--- src/rtl/dsram_arb_pkg.sv ---
// Shared widths, port indices and the read-response state type for the
// two-port data SRAM arbiter.
package dsram_arb_pkg;

    localparam int ADDR_W = 32;
    localparam int DATA_W = 32;
    localparam int BE_W   = 4;

    // Encoding of the last-granted pointer.
    localparam logic PORT0 = 1'b0;
    localparam logic PORT1 = 1'b1;

    typedef enum logic [1:0] {
        RESP_IDLE = 2'd0,  // no read response owed to this port
        RESP_LIVE = 2'd1,  // SRAM read data is on data_sram_rdata this cycle
        RESP_SKID = 2'd2   // response parked in the skid register
    } resp_state_e;

endpackage

--- src/rtl/dsram_arb_resp.sv ---
// Per-port read-response tracker: outstanding flag, one-entry skid register,
// rvalid/rdata output mux and flush discard.
module dsram_arb_resp
    import dsram_arb_pkg::*;
(
    input  logic              clk,
    input  logic              rst,
    input  logic              flush,
    input  logic              rd_issue,
    input  logic              rready,
    input  logic [DATA_W-1:0] sram_rdata,
    output logic              rvalid,
    output logic [DATA_W-1:0] rdata,
    output resp_state_e       state
);

    resp_state_e       state_q;
    resp_state_e       state_d;
    logic [DATA_W-1:0] skid_q;

    // Handshake: a response transfers in any cycle where rvalid && rready;
    // while rvalid && !rready the data and rvalid are held stable.
    always_ff @(posedge clk) begin
        if (rst) begin
            state_q <= RESP_IDLE;
        end else begin
            state_q <= state_d;
        end
    end

    always_ff @(posedge clk) begin
        if (rst) begin
            skid_q <= '0;
        end else if (state_q == RESP_LIVE && !rready && !flush) begin
            skid_q <= sram_rdata;
        end
    end

    always_comb begin
        state_d = state_q;
        if (flush) begin
            state_d = RESP_IDLE;
        end else begin
            case (state_q)
                RESP_IDLE: if (rd_issue) state_d = RESP_LIVE;
                RESP_LIVE: begin
                    if (!rready)       state_d = RESP_SKID;
                    else if (rd_issue) state_d = RESP_LIVE;
                    else               state_d = RESP_IDLE;
                end
                RESP_SKID: if (rready) state_d = RESP_IDLE;
                default:   state_d = RESP_IDLE;
            endcase
        end
    end

    always_comb begin
        rvalid = 1'b0;
        rdata  = '0;
        if (!flush && state_q != RESP_IDLE) begin
            rvalid = 1'b1;
            rdata  = (state_q == RESP_SKID) ? skid_q : sram_rdata;
        end
    end

    assign state = state_q;

endmodule

--- src/rtl/dsram_arb.sv ---
// Two-port data SRAM arbiter: MEM stage (port 0) and a secondary master
// (port 1) share one single-cycle SRAM, with round-robin or fixed priority.
module dsram_arb
    import dsram_arb_pkg::*;
#(
    parameter int P0_FIXED_PRIO = 0
) (
    input  logic              clk,
    input  logic              rst,
    input  logic              flush,

    input  logic              p0_req,
    input  logic [BE_W-1:0]   p0_we,
    input  logic [ADDR_W-1:0] p0_addr,
    input  logic [DATA_W-1:0] p0_wdata,
    output logic              p0_gnt,
    output logic              p0_rvalid,
    output logic [DATA_W-1:0] p0_rdata,
    input  logic              p0_rready,

    input  logic              p1_req,
    input  logic [BE_W-1:0]   p1_we,
    input  logic [ADDR_W-1:0] p1_addr,
    input  logic [DATA_W-1:0] p1_wdata,
    output logic              p1_gnt,
    output logic              p1_rvalid,
    output logic [DATA_W-1:0] p1_rdata,
    input  logic              p1_rready,

    output logic              data_sram_en,
    output logic [BE_W-1:0]   data_sram_wen,
    output logic [ADDR_W-1:0] data_sram_addr,
    output logic [DATA_W-1:0] data_sram_wdata,
    input  logic [DATA_W-1:0] data_sram_rdata
);

    resp_state_e p0_state;
    resp_state_e p1_state;
    logic        p0_elig;
    logic        p1_elig;
    logic        last_q;

    // A port may not issue while it still owes a response it cannot retire.
    always_comb begin
        p0_elig = p0_req && !flush && (p0_state != RESP_SKID) && !(p0_rvalid && !p0_rready);
        p1_elig = p1_req && (p1_state != RESP_SKID) && !(p1_rvalid && !p1_rready);
    end

    always_comb begin
        p0_gnt = 1'b0;
        p1_gnt = 1'b0;
        if (p0_elig && p1_elig) begin
            if (P0_FIXED_PRIO != 0 || last_q == PORT1) p0_gnt = 1'b1;
            else                                       p1_gnt = 1'b1;
        end else begin
            p0_gnt = p0_elig;
            p1_gnt = p1_elig;
        end
    end

    // Reset points at port 1 so port 0 wins the first tie.
    always_ff @(posedge clk) begin
        if (rst) begin
            last_q <= PORT1;
        end else if (p0_gnt || p1_gnt) begin
            last_q <= p1_gnt ? PORT1 : PORT0;
        end
    end

    always_comb begin
        data_sram_en    = 1'b0;
        data_sram_wen   = '0;
        data_sram_addr  = '0;
        data_sram_wdata = '0;
        if (p0_gnt) begin
            data_sram_en    = 1'b1;
            data_sram_wen   = flush ? '0 : p0_we;
            data_sram_addr  = p0_addr;
            data_sram_wdata = p0_wdata;
        end else if (p1_gnt) begin
            data_sram_en    = 1'b1;
            data_sram_wen   = p1_we;
            data_sram_addr  = p1_addr;
            data_sram_wdata = p1_wdata;
        end
    end

    dsram_arb_resp u_p0_resp (
        .clk        (clk),
        .rst        (rst),
        .flush      (flush),
        .rd_issue   (p0_gnt && p0_we == '0),
        .rready     (p0_rready),
        .sram_rdata (data_sram_rdata),
        .rvalid     (p0_rvalid),
        .rdata      (p0_rdata),
        .state      (p0_state)
    );

    // Flush is an MEM-stage event; the secondary master never sees it.
    dsram_arb_resp u_p1_resp (
        .clk        (clk),
        .rst        (rst),
        .flush      (1'b0),
        .rd_issue   (p1_gnt && p1_we == '0),
        .rready     (p1_rready),
        .sram_rdata (data_sram_rdata),
        .rvalid     (p1_rvalid),
        .rdata      (p1_rdata),
        .state      (p1_state)
    );

endmodule

--- config.mk ---
export PLATFORM = sky130hd
export DESIGN_NAME = dsram_arb
export DESIGN_NICKNAME = d
export VERILOG_FILES = /design/src/rtl/dsram_arb_pkg.sv /design/src/rtl/dsram_arb_resp.sv /design/src/rtl/dsram_arb.sv
export SDC_FILE = /design/constraint.sdc
export NUM_CORES = 1
export LEC_CHECK = 0
export ABC_AREA = 1
export BUFFER_PORTS_ARGS = -buffer_cell sky130_fd_sc_hd__buf_2
export CORE_AREA = 5 5 119 121
export CTS_CLUSTER_DIAMETER = 30
export DETAILED_ROUTE_END_ITERATION = 10
export DIE_AREA = 0 0 124 126
export HOLD_SLACK_MARGIN = 0.03
export PLACE_DENSITY_LB_ADDON = 0.3
export SLEW_MARGIN = 25
export SYNTH_ARGS = -nofsm -noshare
export SYNTH_HDL_FRONTEND = slang
export SYNTH_SLANG_ARGS = --single-unit
--- constraint.sdc ---
create_clock -name clk -period 2 [get_ports clk]
set_clock_uncertainty 0.2 [all_clocks]
set_input_delay 0.3 -clock clk [delete_from_list [all_inputs] [get_ports clk]]
set_output_delay 0.3 -clock clk [all_outputs]
set_load 0.1 [all_outputs]
==> summary.txt, run 1 <==
Run status
  – Outcome: complete, but fails checks
  – Failing checks: setup timing

Synthesis
  – Post-Synthesis Cells: 669
  – Ys flop type: dfxtp_1
  – Unique masters post-synth: 20
  – Most frequent cell after synthesis: nand2_1
  – Syn avg cell area: between 6 and 7 µm²
  – Mapped cell area: 0.00411 mm²
  – Cell taking the most area after synthesis: dfxtp_1
  – Post-synth EDFFs: 0
  – Syn_nets: between 800 and 900
  – Sequential fraction of the synthesis area: 33.6%
  – #FFs+latches synth: 69
  – YS warnings: 0
  – Synth cell count leaders: 152 x nand2_1, 98 x a21oi_1, 96 x o21ai_0
  – Post-synth ARST share: 0%
  – Synth top area cells: dfxtp_1 34%, nand2_1 14%, a21oi_1 12%
  – Synth top area share: around a third

Critical path
  – Crit path launch type: flop
  – Critical Path RT: roughly 1.5 ns
  – CP max stage cell: dfxtp_4
  – Critical-path cell list: nand2_4 > nand2_4 > nor2_4 > nand2_2 > nand2_4 > buf_6 > buf_12 > nand3_1 > nand2_2 > buf_12
  – CP most frequent cell: nand2_4
  – CP Data Arrival Time: 1.96 ns
  – Crit path capture type: primary output
  – Worst stage delay on the critical path: 0.37 ns
  – Type of the worst setup path: flop to primary output
  – Max FO, Critical Path: 6

Placement
  – Placer Congestion: just under 1
  – HPWL Detailed: around 16 mm
  – # port buffers: 311
  – Placed Cells: 1,148

Die
  – Core area: 0.0130 mm²
  – IO Count: 312
  – Starting density of the core: 31.7%
  – Cell Rows: 42
  – Die width: 124 µm
  – DIE HEIGHT: 126 µm
  – Die area: 0.0156 mm²

STA
  – Final hold vios: 0
  – Relative slew slack: 73.2%
  – Tcrit/Tclk final: 123%
  – Fin Hold WS: 0.0536 ns
  – Slew @ Worst Pin: 0.402 ns
  – Max frequency: 0.406 GHz
  – Post-route minimum period: 2.46 ns
  – # setup viols final: 149
  – Final Max Slew Viols: 0
  – Final WS setup: -0.460 ns
  – RSZ-0062 raised after global routing: yes

Power
  – Sw Pwr: 2.29 mW
  – Cell Int Power: 3.21 mW
  – Static leakage: approximately 4.7 nW
  – Clock network fraction of total power: 30.6%
  – Power per cell area: between 400 and 500 mW/mm²
  – Combinational Power Share: between 40 and 50%
  – Part of the power in registers: approximately a quarter
  – Switching part of the total power: 41.7%
  – Max VDD drop: 537 µV
  – Tot Pwr: between 5 and 6 mW

Global routing
  – M2 GR Usage: 55.1%
  – Vias in the first global route: about 6,800
  – GRT Residual Overflow: 0
  – Largest net degree at the start of global routing: 65
  – Met3 Resource Use GR: 6.64%
  – Global-route wire length before repair: 38.0 mm
  – Met1 Use GR: 36.0%
  – Busiest grt layer: met2
  – GRT Total Usage: 31.4%
  – Antenna violations before repair: 4

Clocking
  – CTS tree: done
  – CTS Buf Count: 9
  – H-tree depth: 3
  – Clock root cell: clkbuf_16
  – Clk_lat worst skew: approximately 0.34 ns
  – Longest Clk Path Bufs: 2
  – Clock transition at the registers of the reported paths: 0.05 ns
  – Clk sinks: slightly below 70

Route
  – Detailed Route Iter0 Violations: 855
  – Pre-antenna DRT Iters: 7
  – DR WL/cell: 25.8 µm
  – Via count: a little over 7,000
  – DR vias/cell: 5.83
  – Post-route ant nets: 0
  – # DRC: 0
  – DRT Wirelength: 31.4 mm

Layout
  – Layout cell share with drive strength beyond 1: around 65%
  – Synth-to-Final Area Change: 180%
  – Final Non-Filler Cells: 1,217
  – Final net count: roughly 1,200

Job
  – Maxcap violations: 0

Worst hold path
  – Hold Crit Class: input pin to flop
-- placed cells by master, fill, tap and decap left out, drive strengths merged, types with 2 or more instances in the layout --
cell type,instances
a21oi,99
buf,400
clkbuf,18
clkinv,5
clkinvlp,2
dfxtp,69
diode,2
inv,79
nand2,153
nand3,71
nor2,9
nor3,3
o21ai,96
o22ai,32
-- cell families after synthesis --
kind of cell,count (synthesis),synth area share [%]
AND/OR/NAND/NOR,237,24.4
flip-flops,69,33.6
AO/OA/AOI/OAI,227,28.7
buffers and inverters,136,13.3
-- path summary, 6_finish.rpt --
check                startpoint                    to  slack [ns]  cells after the start
max          u_p1_resp.state[0]    data_sram_wdata[3]       -0.46                     10
max reg2reg  u_p1_resp.state[0]  u_p1_resp.skid_q[30]       -0.12                      9
min reg2reg              last_q                last_q        0.27                      2
min                    p0_we[1]    u_p0_resp.state[0]        0.05                      4
-- stage by stage --
step | utilization (%) | instance area [µm²] | setup TNS (ns) | worst slack [ns]
2_1_floorplan | - | 5210 | -1.27 | -0.609
3_3_place_gp | 71.5 | 9280 | -9.23 | -0.203
3_5_place_dp | 71.5 | 9280 | -11.76 | -0.236
4_1_cts | 80.9 | 10500 | -31.84 | -0.379
5_1_grt | 88.6 | 11500 | -48.06 | -0.507
6_report | 88.6 | 11500 | -39.69 | -0.460
-- state kept, by name, indices dropped and copies added (netlist names) --
signal / cells
last_q: 1
u_p0_resp.skid_q: 32
u_p1_resp.state: 2
u_p0_resp.state: 2
u_p1_resp.skid_q: 32
-- metal layers --
layer,part of all wire [%],vias up
met5,0.022,-
met4,6.5,2
met3,10,181
met2,50,566
met1,33,3371
li1,-,2976
-- critical path: cells and delay by family (launching register included) --
| kind | cells | cell delay [ns] |
|---|---|---|
| buffers and inverters | 3 | 0.45 |
| and+or+nand+nor | 7 | 0.79 |
| DFF | 1 | 0.37 |
-- repair_timing --
| action | in CTS | in global routing |
|---|---|---|
| setup endpoints to repair | 135 | 136 |
| resized for setup | 135 | 128 |
| pin swaps | 20 | 40 |
| gates cloned | 11 | 10 |
| hold buffers | 1 | 0 |
| hold endpoints to repair | 1 | 0 |
| buffers inserted | 18 | 15 |
-- final cells by class --
cell class	count	area [µm²]
repair buffers	410	5170
flip-flops and latches	69	1390
inverters	80	342
clock inverters	7	73.8
clock buffers	9	225
diodes	2	5.00
multi-input cells	464	4070
fillers	554	1480
well taps	176	220
-- power groups by stage --
stage,clock network (mW),logic (mW),registers [mW]
detailed placement,0,2.16,1.41
finish,1.68,2.43,1.38
global placement,0,2.14,1.41
global route,1.73,2.50,1.38
CTS,1.63,2.24,1.38
floorplan,0,1.28,1.41
(Power assumes the default switching activity.)
==> inputs of run 2 (changes only) <==
CELL_PAD_IN_SITES_DETAIL_PLACEMENT = 1   (was unset)
CELL_PAD_IN_SITES_GLOBAL_PLACEMENT = 1   (was unset)
CORE_AREA = unset   (was 5 5 119 121)
CORE_MARGIN = 5   (was unset)
CORE_UTILIZATION = 25   (was unset)
DIE_AREA = unset   (was 0 0 124 126)
==> summary.txt, run 2 <==
Clocking
  – CTS Buf Count: 9 (unchanged)
  – H-tree depth: 3 (unchanged)
  – Clk sinks: 69 (unchanged)
  – Clock root cell: clkbuf_16
  – Longest Clk Path Bufs: 2 (unchanged)

Synthesis
  – Most frequent cell after synthesis: nand2_1
  – Synth top area share: 33.6% (unchanged)
  – Synth top area cells: dfxtp_1 34%, nand2_1 14%, a21oi_1 12%
  – Syn_nets: 844 (unchanged)
  – Post-Synthesis Cells: 669 (unchanged)
  – Syn avg cell area: 6.15 µm² (unchanged)
  – Post-synth ARST share: 0% (unchanged)
  – Cell taking the most area after synthesis: dfxtp_1
  – Sequential fraction of the synthesis area: 33.6% (unchanged)
  – Synth cell count leaders: 152 x nand2_1, 98 x a21oi_1, 96 x o21ai_0
  – Post-synth EDFFs: 0 (unchanged)
  – #FFs+latches synth: 69 (unchanged)
  – Unique masters post-synth: 20 (unchanged)
  – YS warnings: 0 (unchanged)
  – Mapped cell area: 0.00411 mm² (unchanged)
  – Ys flop type: dfxtp_1

Global routing
  – Largest net degree at the start of global routing: 65
  – GRT Residual Overflow: 42
  – Antenna violations before repair: 9
  – GRT Total Usage: just under 70%

Die
  – Starting density of the core: 25.7% (-6.0 points)
  – Cell Rows: 46 (+9.5%)
  – IO Count: 312 (unchanged)
  – DIE HEIGHT: 138 µm (+9.7%)
  – Die width: 138 µm (+11%)

Placement
  – Placed Cells: 1,186 (+3.3%)
  – Placer Congestion: 0.846 (-12%)
  – # port buffers: 311 (unchanged)
  – HPWL Detailed: 19.6 mm (+19%)

Run status
  – Stop stage: 5_1_grt
  – Log Error: [ERROR GRT-0232] Routing congestion too high. Check the congestion heatmap in the GUI.
  – Outcome: aborted with a tool error

STA
  – Worst endpoint type: primary output
  – GR repair worst EP: data_sram_addr[4]
==> run 2: cell counts after synthesis <==
No cell type changed its count.
==> run 2: stage by stage <==
| stage | area (µm²) | setup slack [ns] | TNS (ns) | util [%] |
|---|---|---|---|---|
| CTS | 10700 | -0.353 | -36.30 | 67.0 |
| detailed placement | 9380 | -0.211 | -9.63 | 58.6 |
| global placement | 9380 | -0.123 | -5.20 | 58.6 |
| floorplan | 5210 | -0.609 | -1.27 | - |
==> run 2: timing repair <==
action | CTS
gates resized for setup | 150
setup endpoints to repair | 135
buffers inserted | 20
pin swaps | 15
cloned | 12
hold endpoints to repair | 1
hold buffers | 1
==> run 2: kinds of logic after synthesis <==
logic type / synth area share, %
DFF: 33.6
and+or+nand+nor: 24.4
buffers and inverters: 13.3
AOI/OAI and AO/OA: 28.7
==> run 2: routing by layer <==
metal,GRT overflow,GRT usage (%)
met1,0,66.4
met2,23,89.9
met3,0,48.2
met4,19,80.0
met5,0,1.00
==> inputs of run 3 (changes only) <==
CELL_PAD_IN_SITES_DETAIL_PLACEMENT = unset   (was 1)
CELL_PAD_IN_SITES_GLOBAL_PLACEMENT = unset   (was 1)
CORE_AREA = 5 5 117 119   (was unset)
CORE_MARGIN = unset   (was 5)
CORE_UTILIZATION = unset   (was 25)
CTS_CLUSTER_DIAMETER = unset   (was 30)
DIE_AREA = 0 0 122 124   (was unset)
HOLD_SLACK_MARGIN = unset   (was 0.03)
PLACE_DENSITY_LB_ADDON = 0.15   (was 0.3)
==> summary.txt, run 3 (synthesis gave the netlist of run 1 again) <==
Run status
  – Outcome: complete, but fails checks
  – Failing checks: setup timing

Die
  – DIE HEIGHT: 124 µm (-10%)
  – Die width: 122 µm (-12%)
  – Cell Rows: 41 (-11%)
  – IO Count: 312 (unchanged)
  – Die area: 0.0151 mm²
  – Starting density of the core: 33.0% (+7.3 points)
  – Core area: 0.0125 mm²

Critical path
  – CP max stage cell: dfxtp_2
  – Critical Path RT: 1.50 ns
  – Worst stage delay on the critical path: 0.33 ns
  – Type of the worst setup path: flop to primary output
  – CP bufs+invs: 5
  – Max FO, Critical Path: 12
  – Critical-path cell list: inv_2 > nor2_4 > nor2_4 > buf_6 > a21oi_4 > buf_6 > buf_12 > nand2_1 > nand2_2 > buf_12
  – Crit path capture type: primary output
  – CP Data Arrival Time: approximately 1.9 ns
  – Crit path launch type: flop
  – Crit path max-delay family: buffers and inverters

Clocking
  – Clk sinks: 69 (unchanged)
  – Clock root cell: clkbuf_16
  – CTS Buf Count: 9 (unchanged)
  – Clk_lat worst skew: around 0.33 ns
  – CTS tree: done
  – Clock transition at the registers of the reported paths: 0.06 ns
  – Longest Clk Path Bufs: 2 (unchanged)
  – H-tree depth: 3 (unchanged)

STA
  – Tcrit/Tclk final: 119%
  – Final setup TNS: -27.24 ns
  – Final WS setup: -0.371 ns
  – Final hold vios: 0
  – Max frequency: 0.422 GHz
  – RSZ-0062 raised after global routing: yes
  – # setup viols final: 136
  – Final Max Slew Viols: 0
  – Relative slew slack: 79.0%
  – Slew @ Worst Pin: 0.316 ns
  – Post-route minimum period: between 2 and 2.5 ns

Layout
  – Final Non-Filler Cells: 1,204
  – Area of the multi-input gates: ~0.0038 mm²
  – Most common cell after layout, fill and taps aside: buf_2
  – Seq. cell area: 0.00139 mm²
  – Filler cells: around 640
  – Synth-to-Final Area Change: 167%
  – Largest regs: u_p0_resp.skid_q (32), u_p1_resp.skid_q (32)
  – Most frequent cells in the layout: 174 x buf_2, 159 x buf_12, 72 x nand2_2, 70 x inv_1, 66 x a21oi_1
  – Final net count: 1,202
  – Layout cell share with drive strength beyond 1: 64.4%

Placement
  – Placer Congestion: 0.808 (-4.4%)
  – HPWL Detailed: 16.3 mm (-17%)
  – Placed Cells: 1,145 (-3.5%)
  – # port buffers: 311 (unchanged)

Power
  – Max VDD drop: 380 µV
  – Power per cell area: ~490 mW/mm²
  – Static leakage: 4.59 nW

Route
  – Pre-antenna DRT Iters: 8
  – Detailed Route Iter0 Violations: 510
  – Via count: 6,625
  – Post-route ant nets: 0
  – DR WL/cell: 21.8 µm
  – DR vias/cell: 5.50
  – # DRC: 0
  – DRT Wirelength: 26.3 mm

Global routing
  – Global-route wire length before repair: 33.8 mm
  – GRT Residual Overflow: 0
  – Vias in the first global route: roughly 6,300
  – Largest net degree at the start of global routing: 65
  – Antenna violations before repair: 2
  – GRT Total Usage: 28.6%

Job
  – Maxcap violations: 0

Worst hold path
  – Hold Crit Class: input pin to flop
-- run 3: tightest hold or removal path, stage by stage --
cell and delay [ns]:
buf_2 0.09, nor2_1 0.04, nand3_1 0.05, nor3_1 0.04
-- run 3: metrics by stage --
stage                     utilization [%]  hold WS, ns  setup WS [ns]  power (mW)  instance area, µm²
final                                88.0       0.0379         -0.371        5.35               11000
after global routing                 88.0       0.0700         -0.438        5.49               11000
after CTS                            83.9       0.0343         -0.316        5.25               10500
after detailed placement             74.8        0.244         -0.187        3.57                9320
after global placement               74.8        0.240         -0.160        3.55                9320
after floorplan                         -        0.169         -0.609        2.70                5210
-- run 3: what timing repair did --
action                                  4_1_cts  5_1_grt
endpoints found under the hold margin         1        0
endpoints found under the setup margin      135      135
gates cloned                                 10        8
setup buffers                                24        7
hold buffers                                  1        0
pin swaps                                    21       23
resized for setup                           127       96
-- run 3: routing by layer --
metal | track usage, % | share of wire [%] | up-vias
met3 | 5.95 | 7.7 | 86
li1 | - | - | 2966
met1 | 34.1 | 36 | 3173
met2 | 52.0 | 53 | 396
met4 | 8.19 | 3.5 | 4
met5 | 0 | 0.13 | -
-- run 3: final cells by class --
class | count | area share [%]
diodes | 1 | 0.0228
clock inverters | 6 | 0.582
well taps | 172 | 1.96
repair buffers | 403 | 45.1
inverters | 80 | 3.05
clock buffers | 9 | 2.05
flip-flops and latches | 69 | 12.7
multi-input cells | 464 | 34.6
-- run 3: path summary, 6_finish.rpt --
check                           from                   end  slack [ns]  cells after the start
setup / recovery  u_p1_resp.state[1]    data_sram_wdata[7]       -0.37                     10
hold / removal              p0_we[1]    u_p0_resp.state[0]        0.04                      4
setup reg to reg  u_p0_resp.state[0]  u_p0_resp.skid_q[12]        0.19                      8
hold reg to reg               last_q                last_q        0.27                      2
-- run 3: report_power, final --
group / leakage (nW) / switching [mW] / internal [mW]
logic: 3.90 / 1.53 / 0.834
registers: 0.558 / 0.00305 / 1.38
clock network: 0.138 / 0.645 / 0.959
